### src/rtl/mips_fetch_pkg.sv
// mips_fetch_pkg: shared types and constants for the MIPS instruction-fetch front end.
//   fetch_state_t : fetch sequencer states (RUN, DRAIN, HALTED)
//   INST_BYTES    : byte stride between sequential instructions
//   INST_W        : instruction word width
// The {pc, inst} buffer entry type depends on ADDR_W, so it is declared in the user module.
package mips_fetch_pkg;

    typedef enum logic [1:0] {
        RUN,
        DRAIN,
        HALTED
    } fetch_state_t;

    localparam int unsigned INST_BYTES = 4;
    localparam int unsigned INST_W     = 32;

endpackage

### src/rtl/mips_fetch_unit_if.sv
// mips_fetch_unit_if: fetch-unit bus bundle.
//   imem_*  : request/grant/response handshake towards instruction memory
//   inst_*  : valid/ready instruction stream towards the decode stage
// master = fetch unit side, slave = memory + decode side.
interface mips_fetch_unit_if
    import mips_fetch_pkg::*;
#(
    parameter int unsigned ADDR_W = 32
) ();

    logic              imem_req;
    logic [ADDR_W-1:0] imem_addr;
    logic              imem_gnt;
    logic              imem_rvalid;
    logic [INST_W-1:0] imem_rdata;

    logic              inst_valid;
    logic [INST_W-1:0] inst;
    logic [ADDR_W-1:0] inst_pc;
    logic              inst_ready;

    modport master (
        output imem_req, imem_addr,
        input  imem_gnt, imem_rvalid, imem_rdata,
        output inst_valid, inst, inst_pc,
        input  inst_ready
    );

    modport slave (
        input  imem_req, imem_addr,
        output imem_gnt, imem_rvalid, imem_rdata,
        input  inst_valid, inst, inst_pc,
        output inst_ready
    );

endinterface

### src/rtl/mips_fetch_ibuf.sv
// mips_fetch_ibuf: synchronous FIFO holding prefetched {pc, inst} entries.
//   clk, rst_b  : clock, synchronous active-high reset
//   push, din   : write an entry (ignored when full)
//   pop, dout   : consume head entry; dout always shows the head
//   flush       : empty the FIFO; wins over a simultaneous push
//   empty, full, count : occupancy status
module mips_fetch_ibuf #(
    parameter int unsigned DEPTH = 4,
    parameter int unsigned W     = 64
) (
    input  logic                     clk,
    input  logic                     rst_b,
    input  logic                     push,
    input  logic                     pop,
    input  logic                     flush,
    input  logic [W-1:0]             din,
    output logic [W-1:0]             dout,
    output logic                     empty,
    output logic                     full,
    output logic [$clog2(DEPTH):0]   count
);

    localparam int unsigned PW = $clog2(DEPTH);
    localparam int unsigned CW = PW + 1;

    logic [W-1:0]  mem [DEPTH];
    logic [PW-1:0] wr_ptr;
    logic [PW-1:0] rd_ptr;
    logic          do_push;
    logic          do_pop;

    always_comb begin
        empty   = (count == '0);
        full    = (count == CW'(DEPTH));
        do_push = push & ~full;
        do_pop  = pop & ~empty;
        dout    = mem[rd_ptr];
    end

    // Storage needs no reset; stale data is never visible once the pointers are cleared.
    always_ff @(posedge clk) begin
        if (do_push) begin
            mem[wr_ptr] <= din;
        end
    end

    always_ff @(posedge clk) begin
        if (rst_b || flush) begin
            wr_ptr <= '0;
            rd_ptr <= '0;
            count  <= '0;
        end else begin
            if (do_push) begin
                wr_ptr <= wr_ptr + PW'(1);
            end
            if (do_pop) begin
                rd_ptr <= rd_ptr + PW'(1);
            end
            count <= count + CW'(do_push) - CW'(do_pop);
        end
    end

endmodule

### src/rtl/mips_fetch_unit.sv
// mips_fetch_unit: instruction-fetch front end with prefetch buffer, redirect and halt.
//   clk, rst_b      : clock, synchronous active-high reset (1 = reset despite the name)
//   bus (master)    : imem request/grant/response and inst valid/ready stream
//   redirect_valid  : taken branch/jump; redirect_pc is the target (low two bits ignored)
//   halt_req        : start drain-then-halt; wins over a same-cycle redirect
//   halted          : registered, high once all in-flight fetches have returned
module mips_fetch_unit
    import mips_fetch_pkg::*;
#(
    parameter int unsigned        ADDR_W     = 32,
    parameter logic [ADDR_W-1:0]  RESET_PC   = '0,
    parameter int unsigned        IBUF_DEPTH = 4
) (
    input  logic                  clk,
    input  logic                  rst_b,
    mips_fetch_unit_if.master     bus,
    input  logic                  redirect_valid,
    input  logic [ADDR_W-1:0]     redirect_pc,
    input  logic                  halt_req,
    output logic                  halted
);

    localparam int unsigned      CW      = $clog2(IBUF_DEPTH) + 1;
    localparam logic [CW:0]      DEPTH_L = (CW + 1)'(IBUF_DEPTH);
    localparam logic [ADDR_W-1:0] STEP   = ADDR_W'(INST_BYTES);

    typedef struct packed {
        logic [ADDR_W-1:0] pc;
        logic [INST_W-1:0] inst;
    } ibuf_entry_t;

    fetch_state_t      state;
    logic [ADDR_W-1:0] fetch_pc;
    logic [ADDR_W-1:0] resp_pc;      // address tag of the next accepted response
    logic [CW-1:0]     outstanding;
    logic [CW-1:0]     discard_cnt;

    logic [CW-1:0]     outstanding_nxt;
    logic [CW:0]       inflight;
    logic [ADDR_W-1:0] target;
    logic              in_run;
    logic              issue;
    logic              resp;
    logic              push;
    logic              pop;
    logic              flush;
    logic              take_halt;
    logic              take_redirect;

    ibuf_entry_t       ib_din;
    ibuf_entry_t       ib_dout;
    logic              ib_empty;
    logic              ib_full;
    logic [CW-1:0]     ib_count;

    always_comb begin
        in_run        = (state == RUN);
        take_halt     = in_run & halt_req;
        take_redirect = in_run & redirect_valid & ~halt_req;
        target        = redirect_pc & ~ADDR_W'(INST_BYTES - 1);
        // Buffered plus in-flight never exceeds the buffer, so a response always has a slot.
        inflight      = {1'b0, ib_count} + {1'b0, outstanding};

        bus.imem_req  = ~rst_b & in_run & ~redirect_valid & (inflight < DEPTH_L);
        bus.imem_addr = fetch_pc;
        issue         = bus.imem_req & bus.imem_gnt;

        // A response with nothing outstanding is a protocol error and is ignored.
        resp          = bus.imem_rvalid & (outstanding != '0);
        push          = resp & in_run & (discard_cnt == '0);
        outstanding_nxt = outstanding + CW'(issue) - CW'(resp);

        bus.inst_valid = in_run & ~ib_empty;
        bus.inst       = ib_dout.inst;
        bus.inst_pc    = ib_dout.pc;
        pop            = bus.inst_valid & bus.inst_ready;
        flush          = ~in_run | take_halt | take_redirect;

        ib_din.pc      = resp_pc;
        ib_din.inst    = bus.imem_rdata;
    end

    always_ff @(posedge clk) begin
        if (rst_b) begin
            state       <= RUN;
            fetch_pc    <= RESET_PC;
            resp_pc     <= RESET_PC;
            outstanding <= '0;
            discard_cnt <= '0;
            halted      <= 1'b0;
        end else begin
            outstanding <= outstanding_nxt;
            if (resp && discard_cnt != '0) begin
                discard_cnt <= discard_cnt - CW'(1);
            end
            if (push) begin
                resp_pc <= resp_pc + STEP;
            end
            if (issue) begin
                fetch_pc <= fetch_pc + STEP;
            end
            case (state)
                RUN: begin
                    if (take_halt) begin
                        state <= DRAIN;
                    end else if (take_redirect) begin
                        fetch_pc    <= target;
                        resp_pc     <= target;
                        // Everything still in flight after this cycle belongs to the old path.
                        discard_cnt <= outstanding_nxt;
                    end
                end
                DRAIN: begin
                    if (outstanding_nxt == '0) begin
                        state  <= HALTED;
                        halted <= 1'b1;
                    end
                end
                HALTED: begin
                    halted <= 1'b1;
                end
                default: begin
                    state <= HALTED;
                end
            endcase
        end
    end

    mips_fetch_ibuf #(
        .DEPTH (IBUF_DEPTH),
        .W     ($bits(ibuf_entry_t))
    ) u_ibuf (
        .clk   (clk),
        .rst_b (rst_b),
        .push  (push),
        .pop   (pop),
        .flush (flush),
        .din   (ib_din),
        .dout  (ib_dout),
        .empty (ib_empty),
        .full  (ib_full),
        .count (ib_count)
    );

    a_rvalid_has_credit : assert property (
        @(posedge clk) disable iff (rst_b) !(bus.imem_rvalid && outstanding == '0));

    a_no_push_when_full : assert property (
        @(posedge clk) disable iff (rst_b) !(push && ib_full && !pop && !flush));

endmodule

### src/flat_wrapper.sv
// flat-port wrapper written by rule: the top's interface ports become plain ports
module mips_fetch_unit_flat import mips_fetch_pkg::*;
#(
    parameter int unsigned        ADDR_W     = 32,
    parameter logic [ADDR_W-1:0]  RESET_PC   = '0,
    parameter int unsigned        IBUF_DEPTH = 4
)
  (clk, rst_b, redirect_valid, redirect_pc, halt_req, halted, bus_imem_req, bus_imem_addr, bus_imem_gnt, bus_imem_rvalid, bus_imem_rdata, bus_inst_valid, bus_inst, bus_inst_pc, bus_inst_ready);
  mips_fetch_unit_if #(.ADDR_W(ADDR_W)) bus_i ();
  input  logic clk;
  input  logic rst_b;
  input  logic redirect_valid;
  input  logic [ADDR_W-1:0] redirect_pc;
  input  logic halt_req;
  output logic halted;
  output wire logic [$bits(bus_i.imem_req)-1:0] bus_imem_req;
  output wire logic [$bits(bus_i.imem_addr)-1:0] bus_imem_addr;
  input wire logic [$bits(bus_i.imem_gnt)-1:0] bus_imem_gnt;
  input wire logic [$bits(bus_i.imem_rvalid)-1:0] bus_imem_rvalid;
  input wire logic [$bits(bus_i.imem_rdata)-1:0] bus_imem_rdata;
  output wire logic [$bits(bus_i.inst_valid)-1:0] bus_inst_valid;
  output wire logic [$bits(bus_i.inst)-1:0] bus_inst;
  output wire logic [$bits(bus_i.inst_pc)-1:0] bus_inst_pc;
  input wire logic [$bits(bus_i.inst_ready)-1:0] bus_inst_ready;
  assign bus_imem_req = bus_i.imem_req;
  assign bus_imem_addr = bus_i.imem_addr;
  assign bus_i.imem_gnt = bus_imem_gnt;
  assign bus_i.imem_rvalid = bus_imem_rvalid;
  assign bus_i.imem_rdata = bus_imem_rdata;
  assign bus_inst_valid = bus_i.inst_valid;
  assign bus_inst = bus_i.inst;
  assign bus_inst_pc = bus_i.inst_pc;
  assign bus_i.inst_ready = bus_inst_ready;
  mips_fetch_unit #(.ADDR_W(ADDR_W), .RESET_PC(RESET_PC), .IBUF_DEPTH(IBUF_DEPTH)) u_core (.clk(clk), .rst_b(rst_b), .bus(bus_i), .redirect_valid(redirect_valid), .redirect_pc(redirect_pc), .halt_req(halt_req), .halted(halted));
endmodule
### config.mk
export PLATFORM = sky130hd
export DESIGN_NAME = mips_fetch_unit_flat
export DESIGN_NICKNAME = d
export VERILOG_FILES = /design/src/rtl/mips_fetch_pkg.sv /design/src/rtl/mips_fetch_unit_if.sv /design/src/rtl/mips_fetch_ibuf.sv /design/src/rtl/mips_fetch_unit.sv /design/src/flat_wrapper.sv
export SDC_FILE = /design/constraint.sdc
export NUM_CORES = 1
export LEC_CHECK = 0
export ABC_AREA = 0
export BUFFER_PORTS_ARGS = -buffer_cell sky130_fd_sc_hd__buf_2
export CAP_MARGIN = 20
export CORE_UTILIZATION = 40
export CTS_CLUSTER_DIAMETER = 30
export DETAILED_ROUTE_END_ITERATION = 8
export MAX_ROUTING_LAYER = met4
export RECOVER_POWER = 50
export SYNTH_ARGS = -nofsm -noshare
export SYNTH_HDL_FRONTEND = slang
export SYNTH_HIERARCHICAL = 1
export SYNTH_SLANG_ARGS = --single-unit
### constraint.sdc
create_clock -name clk -period 4.6 [get_ports clk]
set_input_delay 0 -clock clk [delete_from_list [all_inputs] [get_ports clk]]
set_output_delay 0 -clock clk [all_outputs]
set_load 0.005 [all_outputs]
Yosys cells after proc, flatten, opt, wreduce, memory -nomap -nowiden

Memory sizes are Yosys's and may differ from the RTL's. A register that Yosys moved wholly into a read port is not among the register bits.
Cells that the tools add are included.

Add/sub/neg operators: 10
Order comparisons: 1
Equality and inequality tests: 5
Mux-type cells: 21
Bitwise logic cells: 23
Reduce and logical (&&, ||, !) cells: 11

Operators by type and width:

| cell                  | number |
|---|---|
| $mux 32               | 8 |
| $add 32x3->32 const B | 2 |
| $and 1x1->1           | 14 |
| $mux 3                | 4 |
| $logic_not 3->1       | 3 |
| $mux 2                | 4 |
| $not 1->1             | 7 |
| $add 3x1->3           | 2 |
| $pmux 2 s3            | 1 |
| $reduce_bool 3->1     | 2 |
| $sub 3x1->3           | 2 |
| $add 2x1->2 const B   | 2 |
| $add 3x3->4           | 1 |
| $lt 4x3->1 const B    | 1 |
| $eq 3x3->1 const B    | 1 |
| $mux 1                | 3 |
| $reduce_and 3->1      | 1 |
| $sub 3x1->3 const B   | 1 |
| $eq 2x1->1 const B    | 1 |
| $eq 2x2->1 const B    | 1 |
| $logic_not 2->1       | 1 |
| $ne 2x1->1 const B    | 1 |
| $ne 2x2->1 const B    | 1 |
| $or 1x1->1            | 2 |
| 5 further kinds       | 5 |

Register bits after elaboration: 80
RAM bits: 256
Logic and storage cells: 81
Memories: 1

Memory list:

| name              | words | width | rd ports | clocked after Yosys merged registers in | write ports | line                  | text |
|---|---|---|---|---|---|---|---|
| u_core.u_ibuf.mem | 4     | 64    | 1        | 1                                       | 1           | mips_fetch_ibuf.sv:26 | `logic [W-1:0] mem [DEPTH];` |

Depth between registers and ports, before layout

Gate-level depths: netlist (run 1).

Word-level depth: 10
Depth in mapped cells: 14
Mapped depth without buffers: 13

Hierarchy

Netlist (run 1), hierarchy kept.

Modules (own cells, without submodules):

| module          | instances | cells each | area an instance (µm²) |
|---|---|---|---|
| mips_fetch_ibuf | 1         | 384        | 9,724.3 |
| mips_fetch_unit | 1         | 420        | 3,662.3 |

Least setup slack after synthesis (run 1)

No wires, ideal clock.

Path kind: register -> register
From: register u_core.u_ibuf.count[2]
To: register u_core.halted
Data arrival time: 2.837 ns
Slack: 1.636 ns
Cell stages (with the launch flop): 15
Clock period less this slack: 2.964 ns
Path through: dfxtp_1 -> ha_1 -> nor4_1 -> nand3_1 -> inv_2 -> buf_4 -> nand2_1 -> ha_1 -> inv_1 -> ha_1 -> fa_1 -> nor2_1 -> a31o_2 -> a21oi_1 -> nor2_1

Cells in the longest elaborated chain, start to end: 9

RTL lines:

| item                                | line                   | text |
|---|---|---|
| start, declared                     | mips_fetch_ibuf.sv:20  | `output logic [$clog2(DEPTH):0] count` |
| start signal, assigned              | mips_fetch_ibuf.sv:59  | `count <= count + CW'(do_push) - CW'(do_pop);` |
| $add 3x3->4                         | mips_fetch_unit.sv:62  | `inflight = {1'b0, ib_count} + {1'b0, outstanding};` |
| $lt 4x3->1                          | mips_fetch_unit.sv:64  | `bus.imem_req = ~rst_b & in_run & ~redirect_valid & (inflight < DEPTH_L);` |
| $and 1x1->1                         | mips_fetch_unit.sv:64  |  |
| named net bus_imem_req              | flat_wrapper.sv:16     | `output wire logic [$bits(bus_i.imem_req)-1:0] bus_imem_req;` |
| $and 1x1->1                         | mips_fetch_unit.sv:66  | `issue = bus.imem_req & bus.imem_gnt;` |
| $add 3x1->3                         | mips_fetch_unit.sv:71  | `outstanding_nxt = outstanding + CW'(issue) - CW'(resp);` |
| $sub 3x1->3                         | mips_fetch_unit.sv:71  |  |
| named net u_core.outstanding_nxt[1] | mips_fetch_unit.sv:38  | `logic [CW-1:0] outstanding_nxt;` |
| $logic_not 3->1                     | mips_fetch_unit.sv:114 | `if (outstanding_nxt == '0) begin` |
| $ne 2x1->1 (no line)                | -                      |  |
| $reduce_and 2->1 (no line)          | -                      |  |
| end signal, assigned                | mips_fetch_unit.sv:90  | `halted <= 1'b0;` |
| end signal, assigned                | mips_fetch_unit.sv:116 | `halted <= 1'b1;` |
| end signal, assigned                | mips_fetch_unit.sv:120 | `halted <= 1'b1;` |
| end, declared                       | mips_fetch_unit.sv:20  | `output logic halted` |

The timed path passes the listed nets, and every way through them passes these cells.
A chain may end at the register's enable or synchronous reset.

Worst setup path after layout (run 1)

From: register u_core.discard_cnt[0]
To: register u_core.u_ibuf.count[2]

Cells in the longest elaborated chain, start to end: 5

RTL lines:

| item                   | line                   | text |
|---|---|---|
| start, declared        | mips_fetch_unit.sv:36  | `logic [CW-1:0] discard_cnt;` |
| start signal, assigned | mips_fetch_unit.sv:94  | `discard_cnt <= discard_cnt - CW'(1);` |
| start signal, assigned | mips_fetch_unit.sv:110 | `discard_cnt <= outstanding_nxt;` |
| $logic_not 3->1        | mips_fetch_unit.sv:70  | `push = resp & in_run & (discard_cnt == '0);` |
| $and 1x1->1            | mips_fetch_unit.sv:70  |  |
| named net u_core.push  | mips_fetch_unit.sv:44  | `logic push;` |
| $and 1x1->1            | mips_fetch_ibuf.sv:35  | `do_push = push & ~full;` |
| $add 3x1->3            | mips_fetch_ibuf.sv:59  |  |
| $sub 3x1->3            | mips_fetch_ibuf.sv:59  |  |

The timed path passes the listed nets, and every way through them passes these cells.

==> key figures, run 1 <==
Clocking
  • Root Driver: clkbuf_16
  • CTS tree: done
  • Hold Buf Count CTS: 66
  • # resized after CTS: 0
  • Clock Latency Late Sink: 0.54 ns
  • H-tree depth: 3
  • Post CTS Setup Buffer Count: 0
  • Clk slew on worst S/H paths: 0.04 ns
  • Sink Count: 334
  • Number of buffers created by CTS: 67
  • Max Root-Sink Buffers: 3

Timing
  • Fin Clk Skew: 0.0230 ns
  • Slew Limit Fails: 103
  • Worst-Margin Slew: 1.78 ns
  • Setup TNS: 0 ns
  • Max Clock Freq: 0.292 GHz
  • Relative slew slack: -18.4%
  • RSZ-0062 raised after global routing: no
  • Fin crit share: 74.5%
  • Tmin final: 3.43 ns
  • Hold Violations, Final: 0
  • Setup ws final: 1.17 ns
  • Final setup viols: 0

Synthesis
  • Synthesized instance count: 803
  • Mapped Area: 13400 µm²
  • Mean area per synthesized cell: 16.7 µm²
  • Synth warn: 6

Layout
  • Final nets: 1164
  • Flip-flop and latch area: 9250 µm²
  • Area of the multi-input gates: 3860 µm²
  • Layout area overhead: 29.9%
  • Diodes inserted: 0
  • Layout cell share with drive strength beyond 1: 25.9%
  • Fillers: 2763

Setup path
  • Worst Path Buf+Inv: 3
  • Family with the most delay on the worst path: simple AND/OR/NAND/NOR gates
  • WP data arrival: 3.83 ns
  • R2R Setup Slk: 1.17 ns
  • WS Path Type: register to register
  • CP Max Fanout: 9
  • CP endpoint kind: register
  • Critical Path Source Type: register
  • R2r startpoint: u_core/discard_cnt[0]
  • CP max stage delay: 0.55 ns
  • Worst EP required: 5.00 ns
  • CP cell instances: inv_1 -> ha_1 -> or4b_1 -> nor2_1 -> and2_0 -> inv_1 -> ha_1 -> inv_1 -> ha_1 -> fa_1 -> xnor2_1 -> xnor2_1 -> nor3_1
  • Critical R2R Capture: u_core/u_ibuf/count[2]
  • R2R depth: 13
  • Slowest cell on the critical path: or4b_1

Global route
  • Largest net degree at the start of global routing: 65
  • Vias in the first global route: 8173
  • Grt total ovfl: 0
  • Initial antenna violation count: 0
  • Total Routing Usage GR: 17.4%
  • First-pass GRT wire length: 44100 µm

Floorplanning
  • Initial Util: 40.9%
  • Core area: 32700 µm²
  • Chip height: 185 µm
  • Row cnt: 66
  • Die ar.: 34200 µm²
  • IO Pins: 170
  • Die W: 185 µm

Placed design
  • IO Port Bufs: 165
  • Dpl ws: 1.29 ns
  • Global placer's final weighted congestion: 0.792
  • DP HPWL: 16500 µm

Detailed routing
  • Post-route DRC: 0
  • Vias: 7982
  • Initial DRC count: 498
  • Drt first pass iters: 4
  • Final WL: 28200 µm
  • Vias/cell: 5.09
  • Routed len/inst: 18.0 µm
  • Detail Route Antenna Nets: 0

Hold path
  • Hold path cells: 4
  • Hold Crit Endpoint: u_core/u_ibuf/rd_ptr[0]
  • Classification of the worst-slack hold path: input port to register
  • Hold Path Origin: bus_inst_ready

Run status
  • Failing checks: capacitance limit, slew limit
  • Outcome: complete, but fails checks

Job
  • Max-Cap Viols: 3

Power and ir drop
  • Max IR drop VDD: 294 µV
  • LEAKAGE: 5.92 nW
  • Pwr/cell area: 551 nW/µm²
-- cells in the final DEF (no fill, tap or decap), drive strengths merged, types with 7 or more instances in the layout --
master and n:
o21bai 30, inv 26, ha 14, buf 107, clkbuf 139, dlygate4sd3 66, xor2 34, and2 7
clkinv 21, dfxtp 78, nor2 11, bufinv 8, a31oi 16, o21ai 8, or4 8, mux4 64
nand2 30, a21oi 48, o31ai 9, xnor2 13, nand4 22, and3 12, and4 7, or3 8
edfxtp 256, conb 10, nor3 14, nand3 29
-- state kept, by name (all words and copies together), names as in the netlist, named ones only --
name and count:
u_core/u_ibuf/count 3, u_core/u_ibuf/mem 256, u_core/outstanding 3, u_core/bus.imem_addr 30, u_core/u_ibuf/wr_ptr 2, u_core/u_ibuf/rd_ptr 2, u_core/resp_pc 30, u_core/discard_cnt 3
u_core/state 2, u_core/halted 1
-- area by class of cell --
class | instances | area share, %
clock buffer | 77 | 10.0
clock inverter | 40 | 2.69
inverter | 18 | 0.389
multi-input combinational | 421 | 22.2
sequential | 334 | 53.3
tap | 442 | 3.18
timing repair buffer | 235 | 8.25
-- metal layers --
layer,up-vias,wire [µm],GRT usage (%)
met1,3929,12500,22.6
met3,55,1360,3.19
met5,-,0,-
met4,0,611,5.85
met2,259,13700,27.5
li1,3739,-,-
-- worst min-delay path, cell delays in order --
cell     delay [ns]
buf_2          0.09
and2_0         0.14
nor2b_1        0.18
mux2i_1        0.13
-- where the power goes --
part	leakage, nW	total [mW]	internal [mW]	switching (mW)
Sequential	2.97	3.86	3.63	0.234
Combinational	1.87	1.04	0.477	0.568
Clock	1.08	4.67	3.16	1.50
-- how the worst max path moves through the flow --
stage	start	to	slack, ns	cells after the start
after floorplan	u_core/u_ibuf/count[2]	u_core/halted	1.64	14
after global placement	u_core/u_ibuf/count[2]	u_core/halted	1.33	13
after detailed placement	u_core/discard_cnt[0]	u_core/u_ibuf/count[2]	1.29	13
after CTS	u_core/discard_cnt[0]	u_core/u_ibuf/count[2]	1.25	13
after global routing	u_core/discard_cnt[0]	u_core/u_ibuf/count[2]	0.93	13
final	u_core/discard_cnt[0]	u_core/u_ibuf/count[2]	1.17	13
-- through the flow --
stage	total power [mW]	utilization, %	std cells	instance area [µm²]	hold WS [ns]
finish	9.58	53.1	1567	17400	0.0496
global route	10.0	53.1	1567	17400	0.0456
CTS	9.74	53.5	1567	17500	0.0245
detailed placement	4.97	44.7	1384	14600	0.223
global placement	4.94	44.7	1384	14600	0.216
floorplan	4.49	-	812	13400	0.0766
Power figures use the tool's default switching activity.
==> inputs of run 2 (changes only) <==
==> constraint.sdc (replaced) <==
create_clock -name clk -period 3.2 [get_ports clk]
set_input_delay 0 -clock clk [delete_from_list [all_inputs] [get_ports clk]]
set_output_delay 0 -clock clk [all_outputs]
set_load 0.005 [all_outputs]
==> run 2 against run 1 <==
  * The flow still finishes with violations (capacitance limit, slew limit)
  * First-iteration DRC count is 14% lower
  * Critical path depth is the same
  * Sequential cell count did not move
  * Final cell count is 3.1% higher
  * Die area stayed put
  * Routed wire length grew 3.1%
  * Sequential share of layout area is 2.6 points lower
  * Clock skew is 0.0082 ns lower
  * Utilization grew 2.7 points
==> key figures, run 2 (same netlist as run 1, synthesis figures left out) <==
Detailed routing
  • Highest routed metal layer: met4
  • Post-route DRC: 0
  • Initial DRC count: 430
  • Routed len/inst: 18.0 µm
  • Wl on met1: 13100 µm
  • Met2 routed WL: 13900 µm
  • DR WL met3: 1560 µm
  • Drt first pass iters: 5
  • Final WL: 29000 µm
  • Detail Route Antenna Nets: 0
  • Vias: 8203
  • Vias/cell: 5.08

Layout
  • Most common library cell in the layout ignoring fill and taps: edfxtp_1
  • Diodes inserted: 0
  • Largest Register: u_core/u_ibuf/mem
  • Number of flip-flops in the largest register: 256
  • Final nets: 1193
  • Fillers: 2642
  • Layout cell share with drive strength beyond 1: 29.1%
  • Layout area overhead: 36.4%
  • Final Non-Filler Cells: 1615
  • Highest-count cells in the layout ignoring fill and taps: 256 x edfxtp_1, 100 x buf_2, 79 x clkbuf_16, 76 x dfxtp_1, 71 x clkbuf_1

Setup path
  • CP cell instances: ha_1 -> nor4_1 -> nand3_1 -> clkinv_1 -> nand2_1 -> ha_1 -> inv_1 -> ha_1 -> fa_1 -> xnor2_1 -> a31o_2 -> a21oi_1 -> nor2_1
  • Worst Path Buf+Inv: 2
  • Worst EP required: 3.64 ns
  • CP most frequent cell: ha_1
  • WP data arrival: 3.36 ns
  • Family with the most delay on the worst path: adder cells
  • CP endpoint kind: register
  • CP Max Fanout: 5
  • Slowest cell on the critical path: dfxtp_1
  • CP max stage delay: 0.40 ns
  • Critical Path Source Type: register
  • WS Path Type: register to register

Global route
  • Grt total ovfl: 0
  • Vias in the first global route: 8433
  • Largest net degree at the start of global routing: 65
  • Initial antenna violation count: 0
  • Total Routing Usage GR: 17.9%
  • First-pass GRT wire length: 45300 µm

Hold path
  • Classification of the worst-slack hold path: input port to register

Timing
  • Setup TNS: 0 ns
  • Max Clock Freq: 0.343 GHz
  • Hold Violations, Final: 0
  • Relative slew slack: -17.6%
  • Worst-Margin Slew: 1.76 ns
  • Fin crit share: 91.2%
  • RSZ-0062 raised after global routing: no
  • Tmin final: 2.92 ns
  • Fin Clk Skew: 0.0148 ns
  • Final setup viols: 0
  • Slew Limit Fails: 112

Clocking
  • Max Root-Sink Buffers: 3
  • Number of buffers created by CTS: 79
  • Clock Latency Late Sink: 0.56 ns
  • Clk slew on worst S/H paths: 0.04 ns
  • Root Driver: clkbuf_16
  • CTS tree: done
  • Sink Count: 334
  • H-tree depth: 3
  • Post CTS Setup Buffer Count: 0

Power and ir drop
  • Max IR drop VDD: 648 µV
  • LEAKAGE: 6.30 nW
  • Pwr/cell area: 847 nW/µm²

Run status
  • Outcome: complete, but fails checks
  • Failing checks: capacitance limit, slew limit

Floorplanning
  • Die ar.: 34200 µm²
  • Core area: 32700 µm²
  • Row cnt: 66
  • Initial Util: 40.9%
  • Die W: 185 µm
  • IO Pins: 170
  • Chip height: 185 µm

Placed design
  • Global placer's final weighted congestion: 0.815
  • Placed Instances: 1400
  • DP HPWL: 17800 µm
  • IO Port Bufs: 165

Job
  • Max-Cap Viols: 2
==> run 2: cell types whose count changed in the layout (fill, tap and decap cells not counted), sizes merged <==
cell         change
clkbuf          +12
dlygate4sd3      +1
clkinv          +14
inv              -5
bufinv           +6
clkinvlp         +9
buf             +11
==> run 2: timing repair <==
action | 4_1_cts | 5_1_grt
hold buffers | 67 | 0
gates resized for setup | 0 | 0
hold endpoints to repair | 201 | 0
setup endpoints to repair | 0 | 0
==> run 2: path summary, 6_finish.rpt <==
kind	startpoint	to	slack, ns	depth (start not counted)
worst min register to register	u_core/halted	u_core/halted	0.47	2
worst max register to register	u_core/u_ibuf/count[2]	u_core/halted	0.28	13
worst min-delay path	bus_imem_rvalid	u_core/resp_pc[8]	0.09	6
worst max-delay path	u_core/u_ibuf/count[2]	u_core/halted	0.28	13
==> run 2: worst reg2reg max path: stages (launching register included) <==
cell and delay [ns]:
dfxtp_1 0.40, ha_1 0.26, nor4_1 0.26, nand3_1 0.16, clkinv_1 0.08, nand2_1 0.10
ha_1 0.29, inv_1 0.04, ha_1 0.18, fa_1 0.40, xnor2_1 0.18, a31o_2 0.27
a21oi_1 0.12, nor2_1 0.05
==> run 2: area by class of cell <==
cell class | instances | area (µm²) | area share [%]
clock buffer | 84 | 2010 | 11.0
clock inverter | 64 | 831 | 4.55
inverter | 18 | 67.6 | 0.370
multi-input combinational | 421 | 3860 | 21.2
sequential | 334 | 9250 | 50.7
tap | 442 | 553 | 3.03
timing repair buffer | 252 | 1680 | 9.22
==> run 2: power by group <==
part | internal [mW] | total (mW) | switching (mW)
clock | 5.73 | 8.30 | 2.57
combinational | 0.773 | 1.62 | 0.847
sequential | 5.21 | 5.55 | 0.340
==> run 2: metrics by stage <==
stage               hold slack [ns]  worst slack (ns)  area, µm²  power (mW)  util [%]
global route                  0.103             0.119      18300        16.1      55.8
detailed placement            0.217             0.260      14900        7.24      45.4
global placement              0.216             0.296      14900        7.19      45.4
floorplan                    0.0766             0.236      13400        6.46         -
CTS                          0.0580             0.240      18400        15.7      56.2
finish                       0.0896             0.282      18300        15.5      55.8
==> run 2: metal layers <==
| metal | vias to the layer above | global-route usage, % |
|---|---|---|
| li1 | 3823 | - |
| met1 | 4073 | 23.0 |
| met2 | 260 | 27.9 |
| met3 | 47 | 4.11 |
| met4 | 0 | 6.05 |
| met5 | - | - |
